File: src/rtl/alu_share_ctrl.sv
// alu_share_ctrl: arbitrates one shared ALU between the execute-stage
// requester (A) and the address/aux requester (B). It owns the carry/zero
// flag registers, evaluates conditional-execution predicates against them,
// and returns a registered result one cycle after each grant.
module alu_share_ctrl #(
  parameter int W = 16
) (
  input  logic         clk,
  input  logic         reset,
  input  logic         hold,

  input  logic         a_valid,
  output logic         a_ready,
  input  logic [W-1:0] a_in1,
  input  logic [W-1:0] a_in2,
  input  logic         a_op,
  input  logic [1:0]   a_cond,

  input  logic         b_valid,
  output logic         b_ready,
  input  logic [W-1:0] b_in1,
  input  logic [W-1:0] b_in2,
  input  logic         b_op,
  input  logic [1:0]   b_cond,

  output logic [W-1:0] alu_in1,
  output logic [W-1:0] alu_in2,
  output logic         alu_op,
  input  logic [W-1:0] alu_out,
  input  logic         alu_zero,
  input  logic         alu_carry,

  output logic         rsp_valid,
  output logic         rsp_id,
  output logic         rsp_exec,
  output logic [W-1:0] rsp_data,

  output logic         flag_c,
  output logic         flag_z,
  input  logic         flag_ld,
  input  logic         flag_c_in,
  input  logic         flag_z_in
);

  // Predicate encodings; COND_NEVER is the reserved code, which squashes.
  typedef enum logic [1:0] {
    COND_ALWAYS = 2'b00,
    COND_C      = 2'b01,
    COND_Z      = 2'b10,
    COND_NEVER  = 2'b11
  } cond_e;

  localparam logic OP_ADD = 1'b0;

  logic  ptr_b;     // 1: B wins the next contended cycle, 0: A wins
  logic  gnt_a;
  logic  gnt_b;
  logic  gnt;
  cond_e sel_cond;
  logic  pred;
  logic  exec;

  // Grant: round-robin on contention, nothing while stalled or in reset.
  // NOTE: every output of a combinational block gets a default first, so no
  // path leaves a variable unassigned and no latch is inferred.
  always_comb begin
    gnt_a = 1'b0;
    gnt_b = 1'b0;
    if (!reset && !hold) begin
      if (a_valid && b_valid) begin
        gnt_a = !ptr_b;
        gnt_b = ptr_b;
      end else begin
        gnt_a = a_valid;
        gnt_b = b_valid;
      end
    end
  end

  assign a_ready = gnt_a;
  assign b_ready = gnt_b;
  assign gnt     = gnt_a | gnt_b;

  // Operand mux toward the ALU; drives zeros when nobody is granted.
  always_comb begin
    alu_in1 = '0;
    alu_in2 = '0;
    alu_op  = OP_ADD;
    if (gnt_a) begin
      alu_in1 = a_in1;
      alu_in2 = a_in2;
      alu_op  = a_op;
    end else if (gnt_b) begin
      alu_in1 = b_in1;
      alu_in2 = b_in2;
      alu_op  = b_op;
    end
  end

  // The predicate uses the flags as they stand at the start of the grant
  // cycle, so back-to-back ops observe the previous op's update.
  assign sel_cond = cond_e'(gnt_b ? b_cond : a_cond);

  // Predicate evaluation against the architectural flags.
  always_comb begin
    pred = 1'b0;
    unique case (sel_cond)
      COND_ALWAYS: pred = 1'b1;
      COND_C:      pred = flag_c;
      COND_Z:      pred = flag_z;
      COND_NEVER:  pred = 1'b0;
      default:     pred = 1'b0;
    endcase
  end

  assign exec = gnt & pred;

  // Round-robin pointer: moves away from whoever was just granted.
  // NOTE: sequential state uses nonblocking assignments so every register
  // samples pre-edge values regardless of statement order.
  always_ff @(posedge clk or posedge reset) begin
    if (reset) begin
      ptr_b <= 1'b0;
    end else if (gnt_a) begin
      ptr_b <= 1'b1;
    end else if (gnt_b) begin
      ptr_b <= 1'b0;
    end
  end

  // Response register: one-cycle pulse per grant, data zeroed when squashed.
  always_ff @(posedge clk or posedge reset) begin
    if (reset) begin
      rsp_valid <= 1'b0;
      rsp_id    <= 1'b0;
      rsp_exec  <= 1'b0;
      rsp_data  <= '0;
    end else begin
      rsp_valid <= gnt;
      rsp_exec  <= exec;
      rsp_data  <= exec ? alu_out : '0;
      if (gnt) begin
        rsp_id <= gnt_b;
      end
    end
  end

  // Flag registers: an explicit restore overrides any executing op;
  // NAND never touches carry.
  always_ff @(posedge clk or posedge reset) begin
    if (reset) begin
      flag_c <= 1'b0;
      flag_z <= 1'b0;
    end else if (flag_ld) begin
      flag_c <= flag_c_in;
      flag_z <= flag_z_in;
    end else if (exec) begin
      flag_z <= alu_zero;
      if (alu_op == OP_ADD) begin
        flag_c <= alu_carry;
      end
    end
  end

  // At most one requester is ever granted in a cycle.
  a_grant_onehot: assert property (@(posedge clk) disable iff (reset)
    !(a_ready && b_ready));

endmodule

File: config.mk
export PLATFORM = sky130hd
export DESIGN_NAME = alu_share_ctrl
export DESIGN_NICKNAME = d
export VERILOG_FILES = /design/src/rtl/alu_share_ctrl.sv
export SDC_FILE = /design/constraint.sdc
export NUM_CORES = 1
export LEC_CHECK = 0
export ABC_CLOCK_PERIOD_IN_PS = 1850
export CAP_MARGIN = 10
export CORE_MARGIN = 10
export CORE_UTILIZATION = 26
export DETAILED_ROUTE_END_ITERATION = 8
export GPL_ROUTABILITY_DRIVEN = 0
export GPL_TIMING_DRIVEN = 0
export PLACE_DENSITY = 0.89
export SETUP_SLACK_MARGIN = 0.4
export SYNTH_ARGS = -nofsm -noshare
export SYNTH_HDL_FRONTEND = slang
export SYNTH_SLANG_ARGS = --single-unit
File: constraint.sdc
create_clock -name clk -period 1.85 [get_ports clk]
set_input_delay 0.2775 -clock clk [delete_from_list [all_inputs] [get_ports clk]]
set_output_delay 0.2775 -clock clk [all_outputs]
set_load 0.02 [all_outputs]
**Word-level counts from Yosys, hierarchy flattened**

Cells that the tools add are included.

- Flip-flop bits (word level): 22
- Input bits: 96
- Output and inout bits: 56
- Word-level logic and storage cells: 42

- Equality and inequality tests: 4
- Mux-type cells: 20
- Bitwise operators: 2
- Reduce and logical (&&, ||, !) cells: 9

Operators with widths:

| kind | number |
|---|---|
| 16-bit 2-to-1 mux | 5 |
| 1-bit 2-to-1 mux | 13 |
| 2-bit equality test (second input constant) | 2 |
| 1-bit one-hot mux with 4 select lines | 1 |
| 2-bit nonzero test | 2 |
| 1-bit logical NOT | 3 |
| 2-bit by 1-bit equality test with 1-bit output (second input constant) | 1 |
| 1-bit logical AND | 2 |
| 2-bit logical NOT | 1 |
| 2-bit 2-to-1 mux | 1 |
| 2-bit by 1-bit inequality test with 1-bit output (second input constant) | 1 |
| 2-bit AND reduction | 1 |
| 1-bit AND | 1 |
| 1-bit bitwise OR | 1 |

**Logic depth before layout (Yosys ltp)**

Gate-level depths: netlist (run 1).

- Depth in word-level cells: 9
- Mapped depth: 6
- Depth with buffers taken out: 5

**Worst setup path before layout (run 1)**

Ideal clock, no wire load.

- Kind: register -> output
- From: reg ptr_b
- To: out alu_in1[1]
- Data arrival time: 1.489 ns
- Data required time: 1.572 ns
- Setup slack: 0.083 ns
- Stages on the path, launching flop included: 6
- Path buffers: 2
- Cell sequence: dfrtp_1 nand2b_4 and3_1 buf_2 clkbuf_1 a22o_1

- Cells in the longest elaborated chain, start to end: 4
- Elaborated cells between the ends (all ways): 7
- Classes of those cells: mux: 6; reduce/logical: 1

Ends and longest elaborated chain:

| item | RTL line | source |
|---|---|---|
| from (decl) | 55 | `logic ptr_b;` |
| from (signal assigned) | 123 | `ptr_b <= 1'b0;` |
| from (signal assigned) | 125 | `ptr_b <= 1'b1;` |
| from (signal assigned) | 127 | `ptr_b <= 1'b0;` |
| 1-bit 2-to-1 mux | 70 | `if (a_valid && b_valid) begin` |
| 1-bit 2-to-1 mux | 69 | `if (!reset && !hold) begin` |
| via b_ready | 20 | `output logic b_ready,` |
| 16-bit 2-to-1 mux | 93 | `end else if (gnt_b) begin` |
| 16-bit 2-to-1 mux | 89 | `if (gnt_a) begin` |
| to (decl) | 26 | `output logic [W-1:0] alu_in1,` |

The timed path passes the listed nets, and every way through them passes these cells.

**Final worst setup path (run 1)**

- From: in b_valid
- To: out alu_in2[8]

- Cells in the longest elaborated chain, start to end: 5
- Elaborated cells between the ends (all ways): 7
- Classes of those cells: mux: 6; reduce/logical: 1

Ends and longest elaborated chain:

| item | RTL line | source |
|---|---|---|
| from (decl) | 19 | `input logic b_valid,` |
| 1-bit logical AND | 70 |  |
| 1-bit 2-to-1 mux | 70 |  |
| 1-bit 2-to-1 mux | 69 |  |
| 16-bit 2-to-1 mux | 93 |  |
| 16-bit 2-to-1 mux (*) | 89 |  |
| to (decl) | 27 | `output logic [W-1:0] alu_in2,` |

Mark *: on every way between the ends. The rest lies on a longest branch, timed or not.

==> results of run 1 <==
per-layer routing:
metal / wire length (µm) / global-route usage / up-vias
li1: - / - / 749
met4: 100 / 0.0411 / 0
met3: 981 / 0.0818 / 8
met1: 2970 / 0.197 / 812
met5: 0 / 0 / -
met2: 4380 / 0.357 / 116
state kept, by name, indices dropped and copies added (netlist names):
signal / count
rsp_id: 1
rsp_data: 16
flag_c: 1
rsp_exec: 1
flag_z: 1
ptr_b: 1
rsp_valid: 1
cell usage in the layout, fill, tap and decap left out, types with 2 or more instances in the layout:
cell | netlist | routed
dlygate4sd2_1 | 0 | 24
nand2_1 | 2 | 2
buf_8 | 0 | 2
mux2i_1 | 2 | 2
clkbuf_16 | 0 | 7
buf_12 | 0 | 3
and3_4 | 0 | 2
a22o_4 | 0 | 29
a22o_1 | 33 | 4
a21o_2 | 2 | 2
buf_6 | 2 | 39
and2_4 | 0 | 16
inv_1 | 6 | 6
clkdlybuf4s50_1 | 0 | 91
buf_4 | 0 | 7
clkbuf_8 | 0 | 4
nor2_4 | 2 | 2
dfrtp_1 | 22 | 21
report_power, final:
group / total, µW / internal (µW) / switching [µW]
clock: 291 / 153 / 138
combinational: 731 / 442 / 288
sequential: 517 / 507 / 10.6
total: 1540 / 1100 / 437
how the worst max path moves through the flow:
stage / depth (start not counted) / start / slack (ns) / end
final: 7 / b_valid / -0.11 / alu_in2[8]
after global routing: 7 / b_valid / -0.13 / alu_in2[8]
after CTS: 6 / ptr_b / -0.02 / alu_in2[1]
after detailed placement: 7 / b_valid / -0.72 / alu_in2[13]
after global placement: 7 / b_valid / -0.71 / alu_in1[14]
after floorplan: 6 / ptr_b / 0.32 / flag_c
logic make-up after synthesis:
group                  count (synthesis)  share of synthesized area
buffers and inverters                 15                     0.0597
muxes                                  2                     0.0165
AOI/OAI and AO/OA                     43                      0.316
and+or+nand+nor                       27                      0.154
DFF                                   22                      0.453
through the flow:
step | TNS (ns) | area, µm²
6_report | -2.27 | 3530
5_1_grt | -2.90 | 3530
4_1_cts | -0.270 | 3440
3_5_place_dp | -24.75 | 3120
3_3_place_gp | -23.74 | 3120
2_1_floorplan | 0 | 1540
cell type report:
type / count / area share
repair buffers: 167 / 0.490
multi-input cells: 72 / 0.259
flip-flops and latches: 22 / 0.156
plain buffers: 9 / 0.0571
well taps: 52 / 0.0184
clock buffers: 4 / 0.0128
inverters: 6 / 0.00639
what timing repair did:
action	in CTS	in global routing
endpoints found under the setup margin	76	55
gates cloned	6	1
pin swaps	4	3
setup buffers	4	5
gates resized for setup	256	19
worst max-delay path, cell delays in order:
cell,delay [ns]
clkdlybuf4s15_1,0.33
nand2_1,0.14
and3_4,0.21
buf_12,0.15
clkbuf_16,0.17
a22o_4,0.26
buf_6,0.13
==> flow_metrics.env, run 1 <==
export IMPL_final_layout_size_suffix_gt1_frac=0.432
export IMPL_final_cell_count_no_fill=332
export IMPL_yosysUniqueCellTypes=25
export IMPL_antenna_cells=0
export IMPL_ys_top_cells_by_area="dfrtp_1 (45%), a22o_1 (24%), and2_1 (8.2%), buf_6 (1.9%), clkbuf_1 (1.9%)"
export IMPL_grt_pass1_wl_um=11500
export IMPL_worstSetupStartpointType="primary input"
export IMPL_insertion_delay_ns=0.26
export IMPL_place_ws_ns=-0.722
export IMPL_max_freq_mhz=511
export IMPL_syn_inst=109
export IMPL_synth_warnings=0
export IMPL_utilization=0.794
export IMPL_post_route_min_period_ns=1.96
export IMPL_violations="setup timing"
export IMPL_rows=24
export IMPL_synth_most_common_cell="a22o_1"
export IMPL_cts_hold_buf=0
export IMPL_multiInputGateArea_um2=913
export IMPL_core_area_um2=4440
export IMPL_critPathKind="primary input to output port"
export IMPL_worst_slew_pin_slew_ns=0.806
export IMPL_clk_path_buf_depth=2
export IMPL_grt_ovfl_total=0
export IMPL_hold_viol=0
export IMPL_r2r_cells=8
export IMPL_numCtsBuffers=3
export IMPL_fin_skew_ns=0.0107
export IMPL_drt_drc_violations_left=0
export IMPL_mappedNetlistNets=205
export IMPL_area_growth_pct=190
export IMPL_relSlewSlack=0.462
export IMPL_syn_area_per_cell_um2=11.1
export IMPL_portBuffers=151
export IMPL_drt_wirelength_per_cell_um=25.4
export IMPL_drv_cap=0
export IMPL_r2r_end="flag_c"
export IMPL_final_max_slew_viol_count=0
export IMPL_cts_tree="yes"
export IMPL_dieWidth_um=88.4
export IMPL_cp_required_ns=1.57
export IMPL_antenna_found_initial=0
export IMPL_critPathMaxFanout=10
export IMPL_regArea_um2=552
export IMPL_grt_pass1_vias=1820
export IMPL_start_util=0.273
export IMPL_grt_start_max_net_pins=23
export IMPL_peakVddDrop_uv=489
export IMPL_clk_pin_slew_worst_paths_ns=0.08
export IMPL_ys_seq_elements=22
export IMPL_rrSetupSlack_ns=0.03
export IMPL_routed_wirelength_um=8440
export IMPL_rsz0062_at_grt="true"
export IMPL_synth_flop_cell="dfrtp_1"
export IMPL_synth_top_area_frac=0.453
export IMPL_nNetsFinal=377
export IMPL_fin_ws_ns=-0.105
export IMPL_die_h_um=88.4
export IMPL_finalCritPeriodShare=1.06
export IMPL_arrival_ns=1.68
export IMPL_cts_root_buf="clkbuf_8"
export IMPL_ant_nets=0
export IMPL_cts_htree_levels=1
export IMPL_power_uw=1540
export IMPL_fill_cells=237
export IMPL_syn_area_um2=1210
export IMPL_cts_sinks=22
export IMPL_yosysSeqAreaShare=0.453
export IMPL_holdCritPathClass="primary input to async pin"
export IMPL_drtIter0Drc=78
export IMPL_r2r_start="ptr_b"
export IMPL_endpoint_kind="output port"
export IMPL_vias_per_cell=5.08
export IMPL_dr_pass1_iters=4
export IMPL_pin_count=152
export IMPL_dieArea_um2=7810
export IMPL_synth_top_cells_by_count="a22o_1 (33), dfrtp_1 (22), and2_1 (16)"
export IMPL_p_per_area_nw_per_um2=436
export IMPL_async_flop_share=1.00
export IMPL_hold_ws_ns=0.368
export IMPL_p_leak_uw=0.00174
export IMPL_dp_cells=312
export IMPL_status="complete, but fails checks"
export IMPL_yosysTopAreaCell="dfrtp_1"
export IMPL_dp_final_hpwl_um=5810
export IMPL_dr_total_vias=1685
export IMPL_synth_edff_count=0
export IMPL_finalSetupViolations=32
export IMPL_grtUsageTotal=0.193
No activity file was read; power rests on OpenSTA's default activity.
==> run 2: changes to the inputs <==
--- a/config.mk
+++ b/config.mk
@@ -11,7 +11,6 @@
 export CORE_UTILIZATION = 26
 export DETAILED_ROUTE_END_ITERATION = 8
 export GPL_ROUTABILITY_DRIVEN = 0
-export GPL_TIMING_DRIVEN = 0
 export PLACE_DENSITY = 0.89
 export SETUP_SLACK_MARGIN = 0.4
 export SYNTH_ARGS = -nofsm -noshare
==> run 2 against run 1 <==
Against the previous run:
- the run now ends clean
- clock power rose by 14%
- critical path depth shrank 2
- first-iteration DRC count is 35% lower
- final cell count shrank 2.1%
- utilization decreased by 3.2 points
- sequential cell count unchanged
- die area unchanged
- non-clock buffer count decreased by 7
- sequential share of layout area up 0.65 points
- global-route usage fell by 2.0 points
- clock skew is 0.0094 ns lower
- wire length shrank 9.3%
- critical endpoint is now alu_in1[12]
- highest routed layer unchanged
==> flow_metrics.env, run 2 (synthesized netlist as in run 1, its figures left out) <==
export IMPL_status="finished, final reports clean"
export IMPL_critPathMaxFanout=10
export IMPL_finalCritPeriodShare=0.987
export IMPL_max_freq_mhz=548
export IMPL_wl_met3_um=912
export IMPL_cp_slowest_cell="dfrtp_1"
export IMPL_finalSetupViolations=0
export IMPL_clk_pin_slew_worst_paths_ns=0.07
export IMPL_drt_wirelength_per_cell_um=23.6
export IMPL_arrival_ns=1.55
export IMPL_endpoint_kind="output port"
export IMPL_worstSetupStartpointType="flop"
export IMPL_post_route_min_period_ns=1.83
export IMPL_antenna_found_initial=0
export IMPL_rows=24
export IMPL_pin_count=152
export IMPL_final_common_cell="clkdlybuf4s50_1"
export IMPL_hold_viol=0
export IMPL_numCtsBuffers=3
export IMPL_p_per_area_nw_per_um2=452
export IMPL_dp_final_hpwl_um=5670
export IMPL_drtIter0Drc=51
export IMPL_place_ws_ns=-0.576
export IMPL_fin_ws_ns=0.0237
export IMPL_grtUsageTotal=0.173
export IMPL_grt_start_max_net_pins=23
export IMPL_fin_skew_ns=0.00135
export IMPL_dieWidth_um=88.4
export IMPL_vias_per_cell=4.93
export IMPL_fill_cells=281
export IMPL_portBuffers=151
export IMPL_cts_tree="yes"
export IMPL_cts_sinks=22
export IMPL_post_dp_cell_area_um2=3150
export IMPL_cts_root_buf="clkbuf_8"
export IMPL_final_max_slew_viol_count=0
export IMPL_cts_htree_levels=1
export IMPL_nNetsFinal=370
export IMPL_tns_ns=0
export IMPL_clk_path_buf_depth=2
export IMPL_area_growth_pct=179
export IMPL_top_layer_used="met4"
export IMPL_hold_ws_ns=0.252
export IMPL_ant_nets=0
export IMPL_peakVddDrop_uv=475
export IMPL_final_cell_mix="clkdlybuf4s50_1 (91), buf_6 (34), a22o_4 (29), dlygate4sd2_1 (25), dfrtp_1 (21)"
export IMPL_cp_slowest_stage_delay_ns=0.37
export IMPL_top_register="rsp_data"
export IMPL_crit_chain="nand2b_4 -> and3_4 -> buf_12 -> a22o_1 -> buf_6"
export IMPL_cp_required_ns=1.57
export IMPL_critPathKind="flop to output port"
export IMPL_grt_pass1_vias=1741
export IMPL_routed_wirelength_um=7660
export IMPL_dr_pass1_iters=4
export IMPL_die_h_um=88.4
export IMPL_insertion_delay_ns=0.25
export IMPL_drt_drc_violations_left=0
export IMPL_core_area_um2=4440
export IMPL_antenna_cells=0
export IMPL_power_uw=1530
export IMPL_grt_pass1_wl_um=10400
export IMPL_wl_met2_um=4130
export IMPL_final_layout_size_suffix_gt1_frac=0.399
export IMPL_dr_total_vias=1603
export IMPL_p_leak_uw=0.00167
export IMPL_rsz0062_at_grt="true"
export IMPL_drv_cap=0
export IMPL_dieArea_um2=7810
export IMPL_holdCritPathClass="primary input to async pin"
export IMPL_relSlewSlack=0.819
export IMPL_grt_ovfl_total=0
export IMPL_start_util=0.273
export IMPL_wl_met1_um=2490
export IMPL_worst_slew_pin_slew_ns=0.272
export IMPL_cts_hold_buf=0
export IMPL_largest_reg_flops=16
export IMPL_postLayoutCellArea_um2=3390
-- run 2: layout make-up --
class,count,area (µm²),area share
sequential,22,552,0.163
inverter,6,22.5,0.00665
multi-input combinational,72,898,0.265
tap,52,65.1,0.0192
timing repair buffer,169,1790,0.530
clock buffer,4,55.1,0.0163
-- run 2: critical path, delay by kind of cell, from the launching register on --
family | cells | cell delay, ns
AOI/OAI and AO/OA | 1 | 0.19
buffers and inverters | 2 | 0.31
DFF | 1 | 0.37
and+or+nand+nor | 2 | 0.42
-- run 2: final timing paths --
kind                       slack [ns]  cells after the start     endpoint  startpoint
min reg2reg                      0.49                      1       rsp_id      rsp_id
max in group asynchronous        1.37                      3       flag_c       reset
max reg2reg                      0.15                      7       flag_c       ptr_b
min in group clk                 0.49                      1       rsp_id      rsp_id
max                              0.02                      5  alu_in1[12]       ptr_b
min                              0.25                      3        ptr_b       reset
-- run 2: timing repair --
action                     in CTS  in global routing
setup endpoints to repair      75                 54
cloned                          3                  0
pin swaps                       3                  2
resized for setup             229                 29
buffers inserted                2                  0
-- run 2: power breakdown --
group	leakage, µW	switching, µW	internal, µW
Combinational	0.00135	269	415
Clock	0.0000288	142	189
Sequential	0.000294	10.2	507
-- run 2: metrics by stage --
step / utilization / std cells
6_report: 0.762 / 325
5_1_grt: 0.762 / 325
4_1_cts: 0.741 / 325
3_5_place_dp: 0.708 / 316
3_3_place_gp: 0.708 / 316
2_1_floorplan: - / 109
-- run 2: per-layer routing --
metal | GRT usage | vias up
li1 | - | 741
met1 | 0.165 | 756
met2 | 0.326 | 98
met3 | 0.0836 | 8
met4 | 0.0396 | 0
met5 | 0 | -
